===== config.mk =====
export PLATFORM = sky130hd
export DESIGN_NAME = alu_issue_stage_flat
export DESIGN_NICKNAME = d
export VERILOG_FILES = /design/src/rtl/alu_pkg.sv /design/src/rtl/alu_issue_stage_if.sv /design/src/rtl/alu_issue_fifo.sv /design/src/rtl/alu_issue_stage.sv /design/src/flat_wrapper.sv
export SDC_FILE = /design/constraint.sdc
export NUM_CORES = 1
export LEC_CHECK = 0
export ABC_AREA = 1
export ABC_CLOCK_PERIOD_IN_PS = 4980
export BUFFER_PORTS_ARGS = -buffer_cell sky130_fd_sc_hd__buf_2
export CAP_MARGIN = 25
export CORE_MARGIN = 4
export CORE_UTILIZATION = 35
export DETAILED_ROUTE_END_ITERATION = 16
export PLACE_DENSITY = 0.57
export SYNTH_ARGS = -nofsm -noshare
export SYNTH_HDL_FRONTEND = slang
export SYNTH_HIERARCHICAL = 1
export SYNTH_SLANG_ARGS = --single-unit

===== constraint.sdc =====
create_clock -name clk -period 4.98 [get_ports clk]
set_input_delay 0.249 -clock clk [delete_from_list [all_inputs] [get_ports clk]]
set_output_delay 0.249 -clock clk [all_outputs]
set_load 0.01 [all_outputs]

===== src/rtl/alu_pkg.sv =====
// ---------------------------------------------------------------------------
// alu_pkg
// Shared definitions for the ALU issue stage and its neighbours.
//   - DW / RW     : operand and result widths of the 8-bit ALU
//   - OP_*        : ALU opcode encodings (OP_AND = 4'b0000 .. OP_REDOR = 4'b1111)
//   - state_e     : issue-stage FSM states (IDLE, ISSUE, RESP)
//   - cmd_t       : one buffered command (opcode + both operands)
//   - is_div_by_zero() : detects the one case the ALU does not guard
// ---------------------------------------------------------------------------
package alu_pkg;

  localparam int DW = 8;
  localparam int RW = 16;

  localparam logic [3:0] OP_AND    = 4'b0000;
  localparam logic [3:0] OP_OR     = 4'b0001;
  localparam logic [3:0] OP_XOR    = 4'b0010;
  localparam logic [3:0] OP_NOT    = 4'b0011;
  localparam logic [3:0] OP_ADD    = 4'b0100;
  localparam logic [3:0] OP_SUB    = 4'b0101;
  localparam logic [3:0] OP_MUL    = 4'b0110;
  localparam logic [3:0] OP_CMP    = 4'b0111;
  localparam logic [3:0] OP_DIV    = 4'b1000;
  localparam logic [3:0] OP_CAT    = 4'b1001;
  localparam logic [3:0] OP_MOD    = 4'b1010;
  localparam logic [3:0] OP_SHL    = 4'b1011;
  localparam logic [3:0] OP_SHR    = 4'b1100;
  localparam logic [3:0] OP_INC    = 4'b1101;
  localparam logic [3:0] OP_REDAND = 4'b1110;
  localparam logic [3:0] OP_REDOR  = 4'b1111;

  // Result substituted for a divide by zero; the ALU output is ignored then.
  localparam logic [RW-1:0] DIVZ_RESULT = {RW{1'b1}};

  typedef enum logic [1:0] {
    IDLE  = 2'd0,
    ISSUE = 2'd1,
    RESP  = 2'd2
  } state_e;

  typedef struct packed {
    logic [3:0]    sel;
    logic [DW-1:0] a;
    logic [DW-1:0] b;
  } cmd_t;

  function automatic logic is_div_by_zero(input logic [3:0] sel, input logic [DW-1:0] b);
    return (sel == OP_DIV) && (b == '0);
  endfunction

endpackage


===== src/rtl/alu_issue_stage_if.sv =====
// ---------------------------------------------------------------------------
// alu_issue_stage_if
// Command and result handshake bundle of the ALU issue stage.
//   Command channel : cmd_valid, cmd_ready, cmd_a, cmd_b, cmd_sel
//   Result channel  : res_valid, res_ready, res_data, res_sel, res_err
// Modports:
//   slave  - the issue stage (consumes commands, produces results)
//   master - the upstream producer / downstream consumer side
// ---------------------------------------------------------------------------
interface alu_issue_stage_if;
  import alu_pkg::*;

  logic          cmd_valid;
  logic          cmd_ready;
  logic [DW-1:0] cmd_a;
  logic [DW-1:0] cmd_b;
  logic [3:0]    cmd_sel;

  logic          res_valid;
  logic          res_ready;
  logic [RW-1:0] res_data;
  logic [3:0]    res_sel;
  logic          res_err;

  modport slave (
    input  cmd_valid, cmd_a, cmd_b, cmd_sel, res_ready,
    output cmd_ready, res_valid, res_data, res_sel, res_err
  );

  modport master (
    output cmd_valid, cmd_a, cmd_b, cmd_sel, res_ready,
    input  cmd_ready, res_valid, res_data, res_sel, res_err
  );

endinterface


===== src/rtl/alu_issue_fifo.sv =====
// ---------------------------------------------------------------------------
// alu_issue_fifo
// Small synchronous FIFO holding pending ALU commands.
//   clk, rst     : clock, synchronous active-high reset (empties the FIFO)
//   push, din    : write din when push && !full
//   pop, dout    : dout shows the head entry; pop advances when !empty
//   full, empty  : occupancy flags derived from the registered count
// A simultaneous push and pop leaves the count unchanged. Pointers wrap
// modulo DEPTH, which must be a power of two >= 2.
// ---------------------------------------------------------------------------
module alu_issue_fifo #(
  parameter int DEPTH = 4,
  parameter int W     = 20
) (
  input  logic         clk,
  input  logic         rst,
  input  logic         push,
  input  logic         pop,
  input  logic [W-1:0] din,
  output logic [W-1:0] dout,
  output logic         full,
  output logic         empty
);

  localparam int AW = $clog2(DEPTH);

  logic [AW-1:0] wr_ptr_q, wr_ptr_d;
  logic [AW-1:0] rd_ptr_q, rd_ptr_d;
  logic [AW:0]   count_q, count_d;
  logic [W-1:0]  mem_q [DEPTH];

  logic push_ok;
  logic pop_ok;

  assign full    = (count_q == (AW+1)'(DEPTH));
  assign empty   = (count_q == '0);
  assign push_ok = push && !full;
  assign pop_ok  = pop && !empty;
  assign dout    = mem_q[rd_ptr_q];

  always_comb begin
    wr_ptr_d = wr_ptr_q;
    rd_ptr_d = rd_ptr_q;
    count_d  = count_q;
    if (push_ok) wr_ptr_d = wr_ptr_q + 1'b1;
    if (pop_ok)  rd_ptr_d = rd_ptr_q + 1'b1;
    case ({push_ok, pop_ok})
      2'b10:   count_d = count_q + 1'b1;
      2'b01:   count_d = count_q - 1'b1;
      default: count_d = count_q;
    endcase
  end

  always_ff @(posedge clk) begin
    if (rst) begin
      wr_ptr_q <= '0;
      rd_ptr_q <= '0;
      count_q  <= '0;
    end else begin
      wr_ptr_q <= wr_ptr_d;
      rd_ptr_q <= rd_ptr_d;
      count_q  <= count_d;
    end
  end

  // Storage is not reset: an entry is only ever read after it was written.
  for (genvar gi = 0; gi < DEPTH; gi++) begin : g_entry
    always_ff @(posedge clk) begin
      if (push_ok && (wr_ptr_q == AW'(gi))) begin
        mem_q[gi] <= din;
      end
    end
  end

endmodule


===== src/rtl/alu_issue_stage.sv =====
// ---------------------------------------------------------------------------
// alu_issue_stage
// Sequencer in front of the combinational 8-bit ALU. Commands are buffered
// in a DEPTH-entry FIFO, issued one at a time on registered operand lines,
// and the ALU result is captured and returned over a valid/ready channel.
// A divide (OP_DIV) with b == 0 returns 16'hFFFF with res_err set.
//
// Ports:
//   clk, rst        : clock, synchronous active-high reset
//   bus (slave)     : command channel in, result channel out
//   alu_a/b/sel     : registered operands/opcode driven to the ALU
//   alu_out         : ALU combinational result, sampled in ISSUE
//   stat_issued     : commands issued (saturating)
//   stat_divz       : divide-by-zero results (saturating)
//
// Build option: define ALU_ISSUE_STATS_EN to enable the two statistics
// counters. Without it both stat ports are tied to zero.
//
// Timing: handshake in cycle T -> FIFO write T, pop T+1, ISSUE T+2,
// res_valid visible in T+3. At most one result every two cycles.
// ---------------------------------------------------------------------------
module alu_issue_stage
  import alu_pkg::*;
#(
  parameter int DEPTH = 4
) (
  input  logic                 clk,
  input  logic                 rst,
  alu_issue_stage_if.slave     bus,
  output logic [DW-1:0]        alu_a,
  output logic [DW-1:0]        alu_b,
  output logic [3:0]           alu_sel,
  input  logic [RW-1:0]        alu_out,
  output logic [15:0]          stat_issued,
  output logic [15:0]          stat_divz
);

  cmd_t fifo_din;
  cmd_t fifo_dout;
  logic fifo_full;
  logic fifo_empty;
  logic fifo_push;
  logic fifo_pop;

  state_e        state_q, state_d;
  logic [DW-1:0] alu_a_q, alu_a_d;
  logic [DW-1:0] alu_b_q, alu_b_d;
  logic [3:0]    alu_sel_q, alu_sel_d;
  logic [RW-1:0] res_data_q, res_data_d;
  logic [3:0]    res_sel_q, res_sel_d;
  logic          res_err_q, res_err_d;
  logic          res_valid_q, res_valid_d;
  logic          divz;

  // No pass-through: a command written this cycle is first visible next cycle.
  assign bus.cmd_ready = !fifo_full;
  assign fifo_push     = bus.cmd_valid && !fifo_full;
  assign fifo_din      = '{sel: bus.cmd_sel, a: bus.cmd_a, b: bus.cmd_b};

  alu_issue_fifo #(
    .DEPTH (DEPTH),
    .W     ($bits(cmd_t))
  ) u_fifo (
    .clk   (clk),
    .rst   (rst),
    .push  (fifo_push),
    .pop   (fifo_pop),
    .din   (fifo_din),
    .dout  (fifo_dout),
    .full  (fifo_full),
    .empty (fifo_empty)
  );

  assign divz = is_div_by_zero(alu_sel_q, alu_b_q);

  always_comb begin
    state_d     = state_q;
    alu_a_d     = alu_a_q;
    alu_b_d     = alu_b_q;
    alu_sel_d   = alu_sel_q;
    res_data_d  = res_data_q;
    res_sel_d   = res_sel_q;
    res_err_d   = res_err_q;
    res_valid_d = res_valid_q;
    fifo_pop    = 1'b0;

    case (state_q)
      IDLE: begin
        if (!fifo_empty) begin
          fifo_pop = 1'b1;
          state_d  = ISSUE;
        end
      end
      ISSUE: begin
        // Operands have been stable for this whole cycle; sample the ALU.
        res_data_d  = divz ? DIVZ_RESULT : alu_out;
        res_sel_d   = alu_sel_q;
        res_err_d   = divz;
        res_valid_d = 1'b1;
        state_d     = RESP;
      end
      RESP: begin
        if (bus.res_ready) begin
          res_valid_d = 1'b0;
          if (!fifo_empty) begin
            fifo_pop = 1'b1;
            state_d  = ISSUE;
          end else begin
            state_d  = IDLE;
          end
        end
      end
      default: state_d = IDLE;
    endcase

    // Operand registers change only on a pop and hold otherwise.
    if (fifo_pop) begin
      alu_a_d   = fifo_dout.a;
      alu_b_d   = fifo_dout.b;
      alu_sel_d = fifo_dout.sel;
    end
  end

  always_ff @(posedge clk) begin
    if (rst) begin
      state_q     <= IDLE;
      alu_a_q     <= '0;
      alu_b_q     <= '0;
      alu_sel_q   <= '0;
      res_data_q  <= '0;
      res_sel_q   <= '0;
      res_err_q   <= 1'b0;
      res_valid_q <= 1'b0;
    end else begin
      state_q     <= state_d;
      alu_a_q     <= alu_a_d;
      alu_b_q     <= alu_b_d;
      alu_sel_q   <= alu_sel_d;
      res_data_q  <= res_data_d;
      res_sel_q   <= res_sel_d;
      res_err_q   <= res_err_d;
      res_valid_q <= res_valid_d;
    end
  end

  assign alu_a         = alu_a_q;
  assign alu_b         = alu_b_q;
  assign alu_sel       = alu_sel_q;
  assign bus.res_valid = res_valid_q;
  assign bus.res_data  = res_data_q;
  assign bus.res_sel   = res_sel_q;
  assign bus.res_err   = res_err_q;

`ifdef ALU_ISSUE_STATS_EN
  logic [15:0] stat_issued_q, stat_issued_d;
  logic [15:0] stat_divz_q, stat_divz_d;

  // Every pop is an entry into ISSUE; every ISSUE cycle is a capture.
  always_comb begin
    stat_issued_d = stat_issued_q;
    stat_divz_d   = stat_divz_q;
    if (fifo_pop && (stat_issued_q != 16'hFFFF)) begin
      stat_issued_d = stat_issued_q + 16'd1;
    end
    if ((state_q == ISSUE) && divz && (stat_divz_q != 16'hFFFF)) begin
      stat_divz_d = stat_divz_q + 16'd1;
    end
  end

  always_ff @(posedge clk) begin
    if (rst) begin
      stat_issued_q <= '0;
      stat_divz_q   <= '0;
    end else begin
      stat_issued_q <= stat_issued_d;
      stat_divz_q   <= stat_divz_d;
    end
  end

  assign stat_issued = stat_issued_q;
  assign stat_divz   = stat_divz_q;
`else
  assign stat_issued = '0;
  assign stat_divz   = '0;
`endif

endmodule


===== src/flat_wrapper.sv =====
// flat-port wrapper written by rule: the top's interface ports become plain ports
module alu_issue_stage_flat import alu_pkg::*;
#(
  parameter int DEPTH = 4
)
  (clk, rst, alu_a, alu_b, alu_sel, alu_out, stat_issued, stat_divz, bus_cmd_valid, bus_cmd_a, bus_cmd_b, bus_cmd_sel, bus_res_ready, bus_cmd_ready, bus_res_valid, bus_res_data, bus_res_sel, bus_res_err);
  alu_issue_stage_if bus_i ();
  input  logic clk;
  input  logic rst;
  output logic [DW-1:0] alu_a;
  output logic [DW-1:0] alu_b;
  output logic [3:0] alu_sel;
  input  logic [RW-1:0] alu_out;
  output logic [15:0] stat_issued;
  output logic [15:0] stat_divz;
  input wire logic [$bits(bus_i.cmd_valid)-1:0] bus_cmd_valid;
  input wire logic [$bits(bus_i.cmd_a)-1:0] bus_cmd_a;
  input wire logic [$bits(bus_i.cmd_b)-1:0] bus_cmd_b;
  input wire logic [$bits(bus_i.cmd_sel)-1:0] bus_cmd_sel;
  input wire logic [$bits(bus_i.res_ready)-1:0] bus_res_ready;
  output wire logic [$bits(bus_i.cmd_ready)-1:0] bus_cmd_ready;
  output wire logic [$bits(bus_i.res_valid)-1:0] bus_res_valid;
  output wire logic [$bits(bus_i.res_data)-1:0] bus_res_data;
  output wire logic [$bits(bus_i.res_sel)-1:0] bus_res_sel;
  output wire logic [$bits(bus_i.res_err)-1:0] bus_res_err;
  assign bus_i.cmd_valid = bus_cmd_valid;
  assign bus_i.cmd_a = bus_cmd_a;
  assign bus_i.cmd_b = bus_cmd_b;
  assign bus_i.cmd_sel = bus_cmd_sel;
  assign bus_i.res_ready = bus_res_ready;
  assign bus_cmd_ready = bus_i.cmd_ready;
  assign bus_res_valid = bus_i.res_valid;
  assign bus_res_data = bus_i.res_data;
  assign bus_res_sel = bus_i.res_sel;
  assign bus_res_err = bus_i.res_err;
  alu_issue_stage #(.DEPTH(DEPTH)) u_core (.clk(clk), .rst(rst), .bus(bus_i), .alu_a(alu_a), .alu_b(alu_b), .alu_sel(alu_sel), .alu_out(alu_out), .stat_issued(stat_issued), .stat_divz(stat_divz));
endmodule

==> impl_metrics.env <==
export IMPL_yosys_top_cells_area="edfxtp_1, dfxtp_1, nor2_1, o21ai_1, buf_4"
export IMPL_path_clk_slew_ns=0.06
export IMPL_cts_made_buffers=17
export IMPL_p_int_uw=2588
export IMPL_finalCriticalPeriod_ns=3.066
export IMPL_synth_xor_area_share_pct=0
export IMPL_yosysUniqueCellTypes=27
export IMPL_die_w_um=131.9
export IMPL_cts_root_buf="clkbuf_16"
export IMPL_dpl_hpwl_mm=7.611
export IMPL_post_cts_buffers=0
export IMPL_ys_warnings_count=6
export IMPL_synth_simple_area_share_pct=11.92
export IMPL_synth_edff_count=80
export IMPL_worst_slew_pin_slew_ns=0.9046
export IMPL_synth_common_cells="nor2_1, edfxtp_1, o21ai_1"
export IMPL_post_dp_cell_area_um2=5823
export IMPL_start_kind="flop"
export IMPL_portBuffers=82
export IMPL_maxCapViolations=0
export IMPL_synth_largest_area_cell="edfxtp_1"
export IMPL_routedWlPerCell_um=14.80
export IMPL_p_clk_share_pct=30.7
export IMPL_grt_antenna_before_repair=1
export IMPL_syn_to_final_growth_pct=19.52
export IMPL_synth_mux_area_share_pct=0
export IMPL_swShare_pct=34.57
export IMPL_rows=45
export IMPL_drt_iter0_markers=189
export IMPL_via_count=3765
export IMPL_hp_class="primary input to flop"
export IMPL_power_uw=3956
export IMPL_async_reset_ff_share_pct=0
export IMPL_place_congestion=0.7245
export IMPL_ant_nets=0
export IMPL_tns_ns=0
export IMPL_slew_headroom_pct=39.55
export IMPL_htreeDepth=4
export IMPL_num_fill_cells=1426
export IMPL_power_switching_uw=1368
export IMPL_skew_ns=0.007875
export IMPL_post_cts_resized=0
export IMPL_synth_fa_ha_area_share_pct=1.537
export IMPL_synth_top_area_share_pct=44.71
export IMPL_setup_viol=0
export IMPL_seqPwrFrac_pct=39.3
export IMPL_drt_wl_total_mm=11.71
export IMPL_path_class="flop to flop"
export IMPL_p_comb_share_pct=29.9
export IMPL_fmax_mhz=326.1
export IMPL_synthFlopType="edfxtp_1"
export IMPL_ys_seq_elements=133
export IMPL_core_um2=15150
export IMPL_finalInstanceArea_um2=6421
export IMPL_crit_required_ns=5.29
export IMPL_cellPowerDensity_nw_per_um2=616.1
export IMPL_drive_above_1_share_pct=23.88
export IMPL_yosysMostFrequentCell="nor2_1"
export IMPL_grt_pass1_vias=3586
export IMPL_hold_ws_ns=0.05062
export IMPL_p_leak_uw=0.002621
export IMPL_cts_tree="built"
export IMPL_period_share_pct=61.57
export IMPL_clkLatencyLatePin_ns=0.41
export IMPL_crit_fanout=23
export IMPL_syn_area_um2=5373
export IMPL_end_kind="flop"
export IMPL_final_hold_viol_count=0
export IMPL_grt_max_degree=42
export IMPL_ctsHoldBuffers=0
export IMPL_grtUsageTotal_pct=13.47
export IMPL_diodes=0
export IMPL_rsz0062_at_grt="false"
export IMPL_die_area_um2=17400
export IMPL_ir_drop_mv=0.3370
export IMPL_cts_sinks=133
export IMPL_grt_pass1_wl_mm=18.41
export IMPL_nets=636
export IMPL_avgSynthCellArea_um2=10.56
export IMPL_drv_slew=0
export IMPL_synth_compound_area_share_pct=13.02
export IMPL_via_per_inst=4.760
export IMPL_start_util_pct=35.47
export IMPL_status="completed"
export IMPL_ys_seq_area_share_pct=64.46
export IMPL_clk_path_buf_depth=2
export IMPL_synth_top_family_by_area="compound AO/OA/AOI/OAI gates"
export IMPL_critPathArrivalTime_ns=3.37
export IMPL_ios=115
export IMPL_die_h_um=131.9
export IMPL_firstDrtPassIters=4
export IMPL_overflow=0
export IMPL_syn_instance_count=509
export IMPL_drc=0
[cell type report]
| class | count | area, um^2 | area share, % |
|---|---|---|---|
| clock buffer | 24 | 481.7 | 7.502 |
| clock inverter | 8 | 101.3 | 1.578 |
| inverter | 31 | 116.4 | 1.812 |
| multi-input combinational | 319 | 1553 | 24.18 |
| sequential | 133 | 3463 | 53.94 |
| tap | 188 | 235.2 | 3.663 |
| timing repair buffer | 88 | 470.5 | 7.327 |
[critical path, stage by stage, from the launching register on]
cell and delay, ns:
dfxtp_1 0.36, inv_1 0.09, nand2_2 0.10, inv_1 0.04, nor2_1 0.08, nand2_1 0.52
inv_2 0.55, nand2_1 0.12, inv_1 0.10, ha_1 0.18, inv_1 0.07, fa_1 0.38
inv_1 0.06, nand2_1 0.05, nand3_1 0.09, nand2_1 0.06, nand2_1 0.06, nor2_1 0.04
[per-layer routing]
layer	track usage, %	share of wire, %	wire length (um)	vias to the layer above
met1	16.51	45	5313	1780
met3	5.191	7.4	867	10
met5	0	0.060	7	-
met4	3.851	0.73	85	2
li1	-	-	-	1837
met2	22.21	46	5435	136
[sequential cells by signal, summed over array words and instances (netlist names), named ones only]
signal,flops
u_core/u_fifo/wr_ptr_q,2
u_core/alu_a,8
u_core/u_fifo/count_q,3
u_core/state_q,2
u_core/bus.res_valid,1
u_core/bus.res_err,1
u_core/u_fifo/mem_q,80
u_core/u_fifo/rd_ptr_q,2
u_core/alu_b,8
u_core/alu_sel,4
u_core/bus.res_data,16
u_core/bus.res_sel,4
[path summary, 6_finish.rpt]
check | end | slack, ns | depth (start not counted) | start
worst min-delay path | u_core/u_fifo/mem_q[0][19] | 0.05 | 1 | bus_cmd_sel[3]
worst max-delay path | u_core/u_fifo/count_q[2] | 1.91 | 17 | u_core/u_fifo/count_q[2]
worst max register to register | u_core/u_fifo/count_q[2] | 1.91 | 17 | u_core/u_fifo/count_q[2]
worst min register to register | flop | 0.49 | 2 | u_core/u_fifo/rd_ptr_q[1]
[stage by stage]
step / setup WS (ns) / std cells / utilization, %
floorplan: 2.828 / 540 / -
global placement: 2.117 / 757 / 38.35
detailed placement: 1.909 / 758 / 38.45
CTS: 1.897 / 790 / 42.30
global route: 1.621 / 791 / 42.40
finish: 1.914 / 791 / 42.40
[layout by cell type (no fill, tap or decap)]
cell type,count
a21oi_1,13
a21oi_2,10
a31oi_1,1
buf_2,82
buf_4,4
buf_8,2
bufinv_16,2
clkbuf_1,4
clkbuf_16,17
clkbuf_8,3
clkinv_1,1
clkinv_2,2
clkinv_4,1
clkinvlp_4,3
conb_1,32
dfxtp_1,53
edfxtp_1,80
fa_1,1
ha_1,5
inv_1,25
inv_2,5
nand2_1,18
nand2_2,3
nand2_4,1
nand3_1,7
nand3b_4,1
nor2_1,116
nor2_2,5
nor2_4,2
o21ai_0,21
o21ai_1,62
o22ai_1,20
or2_4,1
[logic make-up after synthesis]
logic type / Yosys count
AOI/OAI and AO/OA: 127
buffers and inverters: 88
and+or+nand+nor: 154
adders and majority gates: 6
DFF: 133
other: 1
[power groups by stage]
stage	Combinational, uW	Clock, uW	Sequential (uW)
after floorplan	823	0	1610
after global placement	1160	0	1570
after detailed placement	1200	0	1580
after CTS	1200	1240	1560
after global routing	1330	1290	1590
final	1180	1220	1560
(Power assumes the default switching activity.)
